## config.mk

```make
export PLATFORM = sky130hd
export DESIGN_NAME = fd_pipe
export DESIGN_NICKNAME = d
export VERILOG_FILES = /design/src/rtl/fd_pkg.sv /design/src/rtl/fd_stage.sv /design/src/rtl/fd_pipe.sv
export SDC_FILE = /design/constraint.sdc
export NUM_CORES = 1
export LEC_CHECK = 0
export BUFFER_PORTS_ARGS = -buffer_cell sky130_fd_sc_hd__buf_2
export CORE_ASPECT_RATIO = 0.8
export CORE_MARGIN = 8
export CORE_UTILIZATION = 56
export CTS_CLUSTER_SIZE = 40
export DETAILED_ROUTE_END_ITERATION = 8
export GPL_ROUTABILITY_DRIVEN = 0
export GPL_TIMING_DRIVEN = 1
export PLACE_DENSITY = 0.94
export SYNTH_ARGS = -nofsm -noshare
export SYNTH_HDL_FRONTEND = slang
export SYNTH_SLANG_ARGS = --single-unit
```

## constraint.sdc

```tcl
create_clock -name CK -period 2.9 [get_ports CK]
set_clock_uncertainty 0.2 [all_clocks]
set_input_delay 0.87 -clock CK [delete_from_list [all_inputs] [get_ports CK]]
set_output_delay 0.87 -clock CK [all_outputs]
set_load 0.01 [all_outputs]
```

## src/rtl/fd_pkg.sv

```systemverilog
// fd_pkg -- shared definitions for the fd_pipe shift pipeline.
//   WIDTH_MIN/WIDTH_MAX, DEPTH_MIN/DEPTH_MAX : legal parameter limits
//   act_e       : per-edge action, encoded in rising priority order
//   count_width : bits needed to hold an occupancy count of 0..depth
//   sel_width   : bits of the tap-select port (never less than 1)
package fd_pkg;

   localparam int unsigned WIDTH_MIN = 1;
   localparam int unsigned WIDTH_MAX = 32;
   localparam int unsigned DEPTH_MIN = 1;
   localparam int unsigned DEPTH_MAX = 16;

   typedef enum logic [1:0] {
      ACT_HOLD  = 2'd0,
      ACT_SHIFT = 2'd1,
      ACT_FLUSH = 2'd2,
      ACT_SET   = 2'd3
   } act_e;

   function automatic int unsigned count_width(input int unsigned depth);
      return $clog2(depth + 1);
   endfunction

   function automatic int unsigned sel_width(input int unsigned depth);
      return (depth > 1) ? $clog2(depth) : 1;
   endfunction

endpackage

```

## src/rtl/fd_stage.sv

```systemverilog
// fd_stage -- one WIDTH-bit pipeline register, updated on the falling edge.
//   ck  : clock (falling edge active)
//   cl  : asynchronous active-low clear to RST_VAL
//   act : action for this edge (hold / shift / flush / set)
//   d   : value loaded on a shift
//   q   : stored value
module fd_stage
   import fd_pkg::*;
#(
   parameter int unsigned        WIDTH   = 8,
   parameter logic [WIDTH-1:0]   RST_VAL = '0
) (
   input  logic             ck,
   input  logic             cl,
   input  act_e             act,
   input  logic [WIDTH-1:0] d,
   output logic [WIDTH-1:0] q
);

   always_ff @(negedge ck or negedge cl) begin
      if (!cl) begin
         q <= RST_VAL;
      end else begin
         case (act)
            ACT_SET:   q <= '1;
            ACT_FLUSH: q <= RST_VAL;
            ACT_SHIFT: q <= d;
            default:   q <= q;
         endcase
      end
   end

endmodule

```

## src/rtl/fd_pipe.sv

```systemverilog
// fd_pipe -- DEPTH-stage, WIDTH-bit shift pipeline with occupancy count.
// All state changes on the falling edge of CK; CL clears asynchronously.
//   CK    : clock (falling edge active)       CL    : async active-low reset
//   EN    : shift enable                      D     : data into stage 0
//   SET   : preset all stages to all-ones     FLUSH : clear all stages to RST_VAL
//   SEL   : tap stage index                   Q/nQ  : last stage and its inverse
//   TAP   : selected stage                    COUNT : valid stages, FULL : COUNT==DEPTH
// Build option: define FD_PIPE_TAP_EN to make TAP follow SEL; otherwise TAP
// mirrors Q, SEL is ignored and no tap multiplexer exists.
module fd_pipe
   import fd_pkg::*;
#(
   parameter int unsigned        WIDTH   = 8,
   parameter int unsigned        DEPTH   = 4,
   parameter logic [WIDTH-1:0]   RST_VAL = '0
) (
   input  logic                           CK,
   input  logic                           CL,
   input  logic                           EN,
   input  logic [WIDTH-1:0]               D,
   input  logic                           SET,
   input  logic                           FLUSH,
   input  logic [sel_width(DEPTH)-1:0]    SEL,
   output logic [WIDTH-1:0]               Q,
   output logic [WIDTH-1:0]               nQ,
   output logic [WIDTH-1:0]               TAP,
   output logic [count_width(DEPTH)-1:0]  COUNT,
   output logic                           FULL
);

   localparam int unsigned   CW        = count_width(DEPTH);
   localparam logic [CW-1:0] COUNT_MAX = CW'(DEPTH);

   act_e             act;
   logic [WIDTH-1:0] stage [DEPTH];

   always_comb begin
      act = ACT_HOLD;
      if (SET)        act = ACT_SET;
      else if (FLUSH) act = ACT_FLUSH;
      else if (EN)    act = ACT_SHIFT;
   end

   for (genvar i = 0; i < DEPTH; i++) begin : g_stage
      if (i == 0) begin : g_head
         fd_stage #(.WIDTH(WIDTH), .RST_VAL(RST_VAL)) u_stage (
            .ck (CK), .cl (CL), .act (act), .d (D), .q (stage[i])
         );
      end else begin : g_body
         fd_stage #(.WIDTH(WIDTH), .RST_VAL(RST_VAL)) u_stage (
            .ck (CK), .cl (CL), .act (act), .d (stage[i-1]), .q (stage[i])
         );
      end
   end

   always_ff @(negedge CK or negedge CL) begin
      if (!CL) begin
         COUNT <= '0;
      end else begin
         case (act)
            ACT_SET:   COUNT <= COUNT_MAX;
            ACT_FLUSH: COUNT <= '0;
            ACT_SHIFT: if (COUNT != COUNT_MAX) COUNT <= COUNT + 1'b1;
            default:   COUNT <= COUNT;
         endcase
      end
   end

   assign FULL = (COUNT == COUNT_MAX);
   assign Q    = stage[DEPTH-1];
   assign nQ   = ~Q;

`ifdef FD_PIPE_TAP_EN
   // Out-of-range selects fall through to the last stage.
   always_comb begin
      TAP = stage[DEPTH-1];
      for (int unsigned i = 0; i < DEPTH; i++) begin
         if (32'(SEL) == i) TAP = stage[i];
      end
   end
`else
   logic sel_unused;
   assign sel_unused = ^SEL;
   assign TAP        = Q;
`endif

endmodule

```

* Word-level counts from Yosys, hierarchy flattened *
Index checks and enable logic that the tools add are counted.

storage, ports and cells
  register bits after elaboration = 35
  output and inout port bits = 28
  logic and storage cells = 24

cells by class
  add/subtract/negate cells = 1
  equality and inequality tests = 6
  muxes and demuxes = 9
  bitwise gates (word level) = 1
  reductions and logical operators = 2

operator list
  kind                                                             count
  8-bit case mux with 3 select lines                               4
  3-bit case mux with 3 select lines                               1
  8-bit NOT                                                        1
  2-bit == test, second input constant                             2
  2-bit 2-to-1 mux                                                 2
  3-bit by 1-bit adder with 3-bit output, second input constant    1
  3-bit == test, second input constant                             1
  3-bit 2-to-1 mux                                                 1
  3-bit inequality test, second input constant                     1
  3-bit nonzero test                                               1
  2-bit by 1-bit == test with 1-bit output, second input constant  1
  2-bit inequality test, second input constant                     1
  2-bit AND reduction                                              1
  1-bit 2-to-1 mux                                                 1

* Longest topological paths before layout *
Gate-level depths: netlist (run 1).

  depth after elaboration = 6
  gate-level depth with buffers = 8

* Cells and area by module *
From an unflattened synthesis (run 1), not the netlist that was laid out.

unflattened totals
  cells, all modules = 144
  area, all modules = 1664.1 sq um

modules (own cells, without submodules)
  module    instances  cells an instance  area each (sq um)  sequential area each (sq um)
  fd_stage  4          25                 326.6              200.2
  fd_pipe   1          44                 357.8              75.1

==> metrics.md, run 1 <==
| Metric | Value |
|---|---|
| Run status | finished, violations left |
| Violated checks | setup timing |
| TritonCTS clock tree | yes |
| Initial antenna violation count | 0 |
| Reg2reg end | COUNT[0] |
| Num CTS Buffers | 5 |
| CTS Buffer Depth | 2 |
| Post-DP HPWL | 2.54 mm |
| Worst vdd ir | 0.469 mV |
| Crit path buffers/inverters | 2 |
| R2r setup slk | 1.07 ns |
| Tot Pwr | 1.45 mW |
| Vias | 1824 |
| Startpoint types | flip-flop |
| PnR worst setup slack | -0.874 ns |
| Via/cell ratio | 6.40 |
| Max incr delay on CP | 0.47 ns |
| Maximum fanout along the worst path | 2 |
| HP Class | flip-flop to flip-flop |
| Worst Hold End | g_stage[2].g_body.u_stage.q[7] |
| Core area | 2810 sq um |
| 1st-pass router iterations | 4 |
| Worst-path clk slew | 0.06 ns |
| Maximum number of pins on one net before global-route repair | 36 |
| RSZ-0062 raised after global routing | true |
| CP top delay family | flip-flops |
| Total wire length | 7.19 mm |
| Post-route ant nets | 0 |
| Worst-Margin Slew | 0.259 ns |
| Max_cap viols | 0 |
| WHS | 0.286 ns |
| Starting Density | 59.4% |
| Post-synth EDFFs | 0 |
| Synthesized area | 1670 sq um |
| Power Density | 531 nW/um^2 |
| Endpoints failing hold | 0 |
| Min-Delay Path Depth | 2 |
| Worst Setup Path Type | flip-flop to output pin |
| Port bufs | 40 |
| R2R cell count | 7 |
| Mapped Avg Cell Area | 9.02 sq um |
| Final core utilization | 97.0% |
| Worst path slowest cell | dfrtn_1 |
| Syn_nets | 205 |
| Critical path capture point type | output pin |
| Htree depth | 2 |
| Sink Count | 35 |
| Hold path startpoint | g_stage[2].g_body.u_stage.q[7] |
| Die Y | 64.8 microns |
| Worst-path cell chain | inv_2 -> ha_4 -> and2_4 -> buf_6 |
| Final-report setup violation count | 63 |
| DRT iter0 DRCs | 182 |
| Vias in the first global route | 1743 |
| Synth warn | 0 |
| Mapped Cells | 185 |
| GR Util All Layers | 21.7% |
| Critical Path RT | 1.83 ns |
| Io pins | 43 |
| Post-route DRC | 0 |
| Chip width | 77.0 microns |
| Leak | 1.15 nW |
| # nets final | 267 |
| Ys flop type | dfrtn_1 |
| Rows | 17 |
| Clk root buf | clkbuf_8 |
| First-pass GRT wire length | 8.67 mm |
| Slew headroom | 82.4% |
| Wirelength per Cell | 25.2 microns |
| #FFs+latches synth | 35 |
| Layout cells sized above 1 | 61.5% |
| Antenna fix cells | 0 |
| CP arrival | 2.70 ns |
| RR Startpoint | COUNT[0] |
| Grt total ovfl | 0 |
| Area delta synth->final | 63.1% |
| Slew Limit Fails | 0 |
| Ys async rst share | 100% |
| Seq/Total Area, Yosys | 52.5% |
| Clk Latency, worst-skew pair | 0.31 ns |
| Synth unique cells | 20 |
| Die area | 4990 sq um |
[stage by stage]
step / std cells / setup TNS [ns] / cell area [sq um] / setup slack, ns
2_1_floorplan: 185 / -24.40 / 1750 / -0.602
3_3_place_gp: 261 / -33.32 / 1970 / -0.813
3_5_place_dp: 261 / -35.76 / 1970 / -0.898
4_1_cts: 280 / -29.62 / 2470 / -0.798
5_1_grt: 285 / -37.03 / 2720 / -0.900
6_report: 285 / -36.12 / 2720 / -0.874
[layout by cell type, fill, tap and decap left out, types with 6 or more instances in the layout]
cell type / count
buf_8: 7
o21ai_1: 24
inv_2: 12
o21ai_2: 31
buf_6: 24
nand2_1: 30
buf_2: 20
dfrtn_1: 35
buf_4: 20
o21ai_4: 6
[cells by family (layout without fill, tap and decap cells)]
family / Yosys count / after routing / synth area share (%)
muxes: 1 / 1 / 0.600
AOI/OAI and AO/OA: 72 / 72 / 22.3
and+or+nand+nor: 35 / 38 / 8.92
DFF: 35 / 35 / 52.5
buffers and inverters: 37 / 96 / 12.0
adders and majority gates: 5 / 5 / 3.75
[power breakdown]
| part | leakage [nW] | switching (mW) | internal [mW] | total (mW) |
|---|---|---|---|---|
| Combinational | 0.722 | 0.204 | 0.187 | 0.391 |
| Clock | 0.0513 | 0.193 | 0.252 | 0.446 |
| Sequential | 0.381 | 0.0621 | 0.547 | 0.609 |
[worst register-to-register path, stage by stage (launching register included)]
cell and delay [ns]:
dfrtn_1 0.47, inv_2 0.08, ha_4 0.16, and2_4 0.14, buf_4 0.13, buf_4 0.13, mux2i_2 0.24, o22ai_2 0.12
[synth_stat cells (2+ instances only)]
| master | instances | area (sq um) |
|---|---|---|
| clkbuf_1 | 3 | 11.3 |
| nand2_1 | 30 | 113 |
| clkbuf_2 | 2 | 10.0 |
| buf_4 | 8 | 60.1 |
| a21oi_1 | 6 | 30.0 |
| buf_2 | 5 | 25.0 |
| nor2_1 | 2 | 7.51 |
| o21ai_0 | 31 | 155 |
| buf_6 | 3 | 33.8 |
| inv_1 | 16 | 60.1 |
| a211oi_1 | 2 | 15.0 |
| dfrtn_1 | 35 | 876 |
| o21ai_1 | 30 | 150 |
| ha_1 | 5 | 62.6 |
| o22ai_1 | 2 | 12.5 |
[final cells by class]
type	count	area, sq um
clock inverter	1	30.0
tap	38	47.5
fill	51	85.1
multi-input combinational	116	956
inverter	16	75.1
sequential	35	876
timing repair buffer	73	666
clock buffer	6	72.6
[what timing repair did]
action                     CTS  global route
setup endpoints to repair   63            63
hold buffers                 0             0
buffers inserted             8             6
pin swaps                   44            15
gates resized for setup     79            44
gates cloned                 6             0
[metal layers]
layer / GRT usage, % / routed length, microns / share of wire (%) / vias up
met1: 23.9 / 2560 / 36 / 854
met5: 0 / 0 / 0 / -
li1: - / - / - / 739
met2: 34.9 / 3370 / 47 / 185
met3: 9.37 / 762 / 11 / 46
met4: 12.4 / 503 / 7.0 / 0
[flip-flops by register name, indices dropped and copies added (netlist names)]
register                  flops
g_stage.g_body.u_stage.q     24
g_stage.g_head.u_stage.q      8
COUNT                         3
[worst max-delay path by stage]
| stage | from | end | cells past startpoint | slack [ns] |
|---|---|---|---|---|
| 2_1_floorplan | EN | COUNT[1] | 6 | -0.60 |
| 3_3_place_gp | FLUSH | COUNT[2] | 8 | -0.81 |
| 3_5_place_dp | SET | COUNT[2] | 8 | -0.90 |
| 4_1_cts | COUNT[1] | FULL | 4 | -0.80 |
| 5_1_grt | COUNT[0] | FULL | 4 | -0.90 |
| 6_report | COUNT[0] | FULL | 4 | -0.87 |
Note: power is estimated with default switching activity, not from simulation.
==> run 2, diff against run 1 <==
RECOVER_POWER = 100   (was not set)
==> run 2 against run 1 <==
The flow still finishes with violations (setup timing); sequential share of layout area increased by 0.15 points; critical path depth unchanged; largest power group unchanged; die area unchanged; final cell count unchanged; first-iteration DRC count increased by 7.7%; critical path type unchanged; count of clock-buffer cells in the layout unchanged; global-route usage unchanged.
==> metrics.md, run 2 (same netlist as run 1, synthesis figures left out) <==
| Metric | Value |
|---|---|
| Part of the power in the clock network | 30.9% (was 30.8%) |
| Final-report setup violation count | 63 (unchanged) |
| Switching Fraction | 31.8% (about the same) |
| Power Density | 532 nW/um^2 (was 531 nW/um^2) |
| Vias in the first global route | 1743 (unchanged) |
| Clk root buf | clkbuf_8 (unchanged) |
| First-pass GRT wire length | 8.67 mm (unchanged) |
| Core area | 2810 sq um (unchanged) |
| Maximum number of pins on one net before global-route repair | 36 (unchanged) |
| Biggest register | g_stage.g_body.u_stage.q (unchanged) |
| Most frequent cells in the layout | dfrtn_1 (35), o21ai_2 (31), nand2_1 (30) (unchanged) |
| Layout cells sized above 1 | 61.5% (unchanged) |
| Run status | finished, violations left (unchanged) |
| Sw power | 459 uW (about the same) |
| HP Class | flip-flop to flip-flop (unchanged) |
| Post-route ant nets | 0 (unchanged) |
| Worst-Margin Slew | 0.469 ns (was 0.259 ns) |
| CTS Buffer Depth | 2 (unchanged) |
| WHS | 0.281 ns (was 0.286 ns) |
| Starting Density | 59.4% (unchanged) |
| Total wire length | 7.15 mm (was 7.19 mm) |
| Post-route DRC | 0 (unchanged) |
| 1st-pass router iterations | 4 (unchanged) |
| Placed instance area | 1970 sq um (unchanged) |
| TritonCTS clock tree | yes (unchanged) |
| # nets final | 267 (unchanged) |
| Maximum fanout along the worst path | 2 (unchanged) |
| Tot Pwr | 1.44 mW (was 1.45 mW) |
| Max_cap viols | 0 (unchanged) |
| Clk Latency, worst-skew pair | 0.30 ns (was 0.31 ns) |
| Max FFs per register | 24 (unchanged) |
| Startpoint types | flip-flop (unchanged) |
| Seq pwr share | 42.3% (was 42.1%) |
| Worst vdd ir | 0.469 mV (about the same) |
| Final core utilization | 96.5% (was 97.0%) |
| Area delta synth->final | 62.4% (was 63.1%) |
| Slew Limit Fails | 0 (unchanged) |
| Pre-CTS setup slack | -0.898 ns (unchanged) |
| Via/cell ratio | 6.41 (was 6.40) |
| Io pins | 43 (unchanged) |
| Wirelength per Cell | 25.1 microns (was 25.2 microns) |
| Slew headroom | 68.7% (was 82.4%) |
| Vias | 1828 (was 1824) |
| RSZ-0062 raised after global routing | true (unchanged) |
| Largest registers | g_stage.g_body.u_stage.q: 24 flops, g_stage.g_head.u_stage.q: 8 flops, COUNT: 3 flops (unchanged) |
| DRT iter0 DRCs | 196 (was 182) |
| Rows | 17 (unchanged) |
| Post-DP HPWL | 2.54 mm (unchanged) |
| PnR worst setup slack | -0.874 ns (about the same) |
| Chip width | 77.0 microns (unchanged) |
| Critical Path RT | 1.83 ns (about the same) |
| Grt total ovfl | 0 (unchanged) |
| Worst-path clk slew | 0.06 ns (about the same) |
| GR Util All Layers | 21.7% (unchanged) |
| CP arrival | 2.70 ns (about the same) |
| Violated checks | setup timing (unchanged) |
| Num CTS Buffers | 5 (unchanged) |
| Antenna fix cells | 0 (unchanged) |
| Design Area, Final | 2710 sq um (was 2720 sq um) |
| Worst Setup Path Type | flip-flop to output pin (unchanged) |
| Endpoints failing hold | 0 (unchanged) |
| Post-CTS Hold Fix Bufs | 0 (unchanged) |
| Combinational share of power | 26.9% (was 27.0%) |
| Port bufs | 40 (unchanged) |
| Commonest non-fill, non-tap cell in the layout | dfrtn_1 (unchanged) |
| Die Y | 64.8 microns (unchanged) |
| Internal power | 984 uW (was 986 uW) |
| Die area | 4990 sq um (unchanged) |
| Sink Count | 35 (unchanged) |
| Leak | 1.15 nW (about the same) |
| Initial antenna violation count | 0 (unchanged) |
| Critical path capture point type | output pin (unchanged) |
| Htree depth | 2 (unchanged) |
## run 2: area by class of cell
type | count | area [sq um]
Tap cell | 38 | 47.5
Inverter | 16 | 75.1
Multi-Input combinational cell | 116 | 956
Timing Repair Buffer | 73 | 653
Clock buffer | 6 | 72.6
Clock inverter | 1 | 30.0
Sequential cell | 35 | 876
Fill cell | 53 | 97.6
## run 2: timing repair
action / CTS / global route
endpoints found under the setup margin: 63 / 63
buffers inserted: 8 / 6
gates resized for setup: 79 / 44
pin swaps: 44 / 15
cloned: 6 / 0
## run 2: per-stage QoR
| stage | instances | TNS [ns] |
|---|---|---|
| after CTS | 280 | -29.62 |
| final | 285 | -36.02 |
| after global routing | 285 | -37.03 |
| after floorplan | 185 | -24.40 |
| after global placement | 261 | -33.32 |
| after detailed placement | 261 | -35.76 |
## run 2: worst paths after layout
path	startpoint	depth (start not counted)	end	slack, ns
worst max-delay path	COUNT[0]	4	FULL	-0.87
worst min-delay path	g_stage[2].g_body.u_stage.q[7]	2	g_stage[2].g_body.u_stage.q[7]	0.28
worst max register to register	COUNT[0]	7	COUNT[0]	1.07
worst min register to register	g_stage[2].g_body.u_stage.q[7]	2	g_stage[2].g_body.u_stage.q[7]	0.28
max in group asynchronous	CL	2	g_stage[0].g_head.u_stage.q[3]	0.36
min in group asynchronous	CL	2	g_stage[3].g_body.u_stage.q[3]	1.77
## run 2: critical path, cell delays in order (launching register included)
cell and delay [ns]:
dfrtn_1 0.47, inv_2 0.08, ha_4 0.16, and2_4 0.14, buf_6 0.12
## run 2: layer usage
| layer | vias up | GRT usage, % | wire [microns] |
|---|---|---|---|
| met2 | 192 | 34.9 | 3330 |
| met3 | 51 | 9.37 | 764 |
| met4 | 0 | 12.4 | 522 |
| met5 | - | 0 | 0 |
| li1 | 739 | - | - |
| met1 | 846 | 23.9 | 2540 |
## run 2: power by group through the flow
stage	Combinational, mW	Sequential, mW	Clock [mW]
4_1_cts	0.301	0.590	0.432
3_5_place_dp	0.219	0.591	0
6_report	0.388	0.610	0.445
3_3_place_gp	0.211	0.587	0
5_1_grt	0.404	0.611	0.465
2_1_floorplan	0.141	0.595	0
==> run 3, diff against run 2 <==
CORE_UTILIZATION = 35   (was 56)
PLACE_DENSITY = 0.67   (was 0.94)
==> run 3 against run 2 <==
The flow still finishes with violations (setup timing); global-route usage decreased by 8.0 points; sequential power is 3% lower; die area rose by 45%; sequential share of layout area down 0.18 points; hold slack worse by 0.020 ns; register-to-register slack improved by 0.17 ns; combinational power fell by 9.5%; wire length fell by 35%; non-clock buffer count rose by 10; count of clock-buffer cells in the layout grew 1; final cell count increased by 12%.
==> metrics.md, run 3 (same netlist as run 1, synthesis figures left out) <==
| Metric | Value |
|---|---|
| Max_cap viols | 0 (unchanged) |
| Leak | 1.17 nW (was 1.15 nW) |
| Chip width | 93.2 microns (was 77.0 microns) |
| Htree depth | 2 (unchanged) |
| Wirelength per Cell | 14.6 microns (was 25.1 microns) |
| Worst Hold End | g_stage[1].g_body.u_stage.q[4] (was g_stage[2].g_body.u_stage.q[7]) |
| Critical path capture point type | output pin (unchanged) |
| Rows | 22 (was 17) |
| Reg2reg end | COUNT[2] (was COUNT[0]) |
| Core area | 4600 sq um (was 2810 sq um) |
| Io pins | 43 (unchanged) |
| Power Density | 471 nW/um^2 (was 532 nW/um^2) |
| Startpoint types | flip-flop (unchanged) |
| Maximum fanout along the worst path | 2 (unchanged) |
| Slew headroom | 68.4% (was 68.7%) |
| Worst-path clk slew | 0.05 ns (was 0.06 ns) |
| Grt total ovfl | 0 (unchanged) |
| WHS | 0.261 ns (was 0.281 ns) |
| Post-route DRC | 0 (unchanged) |
| Initial antenna violation count | 0 (unchanged) |
| RSZ-0062 raised after global routing | true (unchanged) |
| Largest registers | g_stage.g_body.u_stage.q: 24 flops, g_stage.g_head.u_stage.q: 8 flops, COUNT: 3 flops (unchanged) |
| CTS Buffer Depth | 2 (unchanged) |
| GR Util All Layers | 13.7% (was 21.7%) |
| Vias in the first global route | 1625 (was 1743) |
| DRT iter0 DRCs | 80 (was 196) |
| Worst path slowest cell | dfrtn_1 (unchanged) |
| Crit path buffers/inverters | 2 (unchanged) |
| Worst Setup Path Type | flip-flop to output pin (unchanged) |
| 1st-pass router iterations | 4 (unchanged) |
| Area delta synth->final | 63.3% (was 62.4%) |
| Clk Latency, worst-skew pair | 0.29 ns (was 0.30 ns) |
| Slew Limit Fails | 0 (unchanged) |
| Most frequent cells in the layout | dfrtn_1 (35), o21ai_2 (34), nand2_1 (30) (was dfrtn_1 (35), o21ai_2 (31), nand2_1 (30)) |
| Top routing layer in use | met4 (unchanged) |
| Starting Density | 36.3% (was 59.4%) |
| TritonCTS clock tree | yes (unchanged) |
| Port bufs | 40 (unchanged) |
| # nets final | 277 (was 267) |
| PnR worst setup slack | -0.795 ns (was -0.874 ns) |
| R2R cell count | 7 (unchanged) |
| CP arrival | 2.62 ns (was 2.70 ns) |
| Antenna fix cells | 0 (unchanged) |
| Biggest register | g_stage.g_body.u_stage.q (unchanged) |
| Layout cells sized above 1 | 60.1% (was 61.5%) |
| CP top delay family | flip-flops (unchanged) |
| Endpoints failing hold | 0 (unchanged) |
| Length of routed met3 wiring | 326 microns (was 764 microns) |
| R2r setup slk | 1.24 ns (was 1.07 ns) |
| Violated checks | setup timing (unchanged) |
| First-pass GRT wire length | 8.03 mm (was 8.67 mm) |
| Max incr delay on CP | 0.42 ns (was 0.47 ns) |
| Worst-path cell chain | inv_2 -> ha_4 -> and2_4 -> buf_6 (unchanged) |
| RR Startpoint | COUNT[0] (unchanged) |
| Post-DP HPWL | 2.42 mm (was 2.54 mm) |
| Maximum number of pins on one net before global-route repair | 36 (unchanged) |
| Commonest non-fill, non-tap cell in the layout | dfrtn_1 (unchanged) |
| WL met2 | 2.19 mm (was 3.33 mm) |
| Total wire length | 4.65 mm (was 7.15 mm) |
| Met1 WL | 2.07 mm (was 2.54 mm) |
| Die area | 7250 sq um (was 4990 sq um) |
| Num CTS Buffers | 5 (unchanged) |
| Via/cell ratio | 4.87 (was 6.41) |
| HP Class | flip-flop to flip-flop (unchanged) |
| Die Y | 77.8 microns (was 64.8 microns) |
| Hold path startpoint | g_stage[1].g_body.u_stage.q[4] (was g_stage[2].g_body.u_stage.q[7]) |
| Run status | finished, violations left (unchanged) |
| Worst vdd ir | 0.409 mV (was 0.469 mV) |
| Vias | 1550 (was 1828) |
| Min-Delay Path Depth | 2 (unchanged) |
| Sink Count | 35 (unchanged) |
| Worst-Margin Slew | 0.474 ns (was 0.469 ns) |
| Max FFs per register | 24 (unchanged) |
| Critical Path RT | 1.83 ns (about the same) |
| Pre-CTS setup slack | -0.847 ns (was -0.898 ns) |
| Post-route ant nets | 0 (unchanged) |
| Final-report setup violation count | 63 (unchanged) |
| Clk root buf | clkbuf_8 (unchanged) |
run 3: cell types whose count changed in the layout (fill, tap and decap cells not counted), sizes merged:
cell    before  now
inv         15   16
clkbuf       7    8
bufinv       1    0
buf         72   82
run 3: worst max path at each step:
stage / to / slack (ns) / depth (start not counted) / start
finish: FULL / -0.79 / 4 / COUNT[0]
global route: FULL / -0.82 / 4 / COUNT[0]
CTS: FULL / -0.79 / 4 / COUNT[1]
detailed placement: COUNT[2] / -0.85 / 8 / FLUSH
global placement: COUNT[2] / -0.83 / 8 / FLUSH
floorplan: COUNT[1] / -0.60 / 6 / EN
run 3: where the power goes:
part           leakage [nW]  internal, mW  switching [mW]
logic                 0.751         0.185           0.166
registers             0.381         0.548          0.0441
clock network        0.0422         0.169           0.173
run 3: layout make-up:
class | count | area [sq um]
well taps | 60 | 75.1
clock inverters | 1 | 5.00
flip-flops and latches | 35 | 876
fillers | 399 | 1870
multi-input cells | 116 | 880
inverters | 16 | 70.1
clock buffers | 7 | 76.3
repair buffers | 83 | 743
run 3: timing repair:
item / in CTS / in global routing
buffers inserted: 20 / 4
pin swaps: 46 / 28
endpoints found under the setup margin: 63 / 63
cloned: 7 / 0
hold buffers: 0 / 0
gates resized for setup: 98 / 15
run 3: worst min-delay path, delay by kind of cell, from the launching register on:
family             cells  cell delay (ns)
DFF                    1             0.42
and+or+nand+nor        1             0.06
AOI/OAI and AO/OA      1             0.06
run 3: layer usage:
layer / up-vias / GRT usage [%]
met3: 8 / 4.13
li1: 760 / -
met1: 729 / 17.3
met5: - / 0
met2: 53 / 21.8
met4: 0 / 4.17
run 3: per-stage QoR:
| step | cells | setup TNS [ns] | utilization (%) | area (sq um) | power, mW |
|---|---|---|---|---|---|
| finish | 318 | -30.71 | 59.3 | 2730 | 1.28 |
| global route | 318 | -33.59 | 59.3 | 2730 | 1.35 |
| CTS | 318 | -31.22 | 59.2 | 2720 | 1.28 |
| detailed placement | 284 | -34.69 | 43.7 | 2010 | 0.813 |
| global placement | 284 | -34.01 | 43.7 | 2010 | 0.807 |
| floorplan | 185 | -24.40 | - | 1750 | 0.736 |
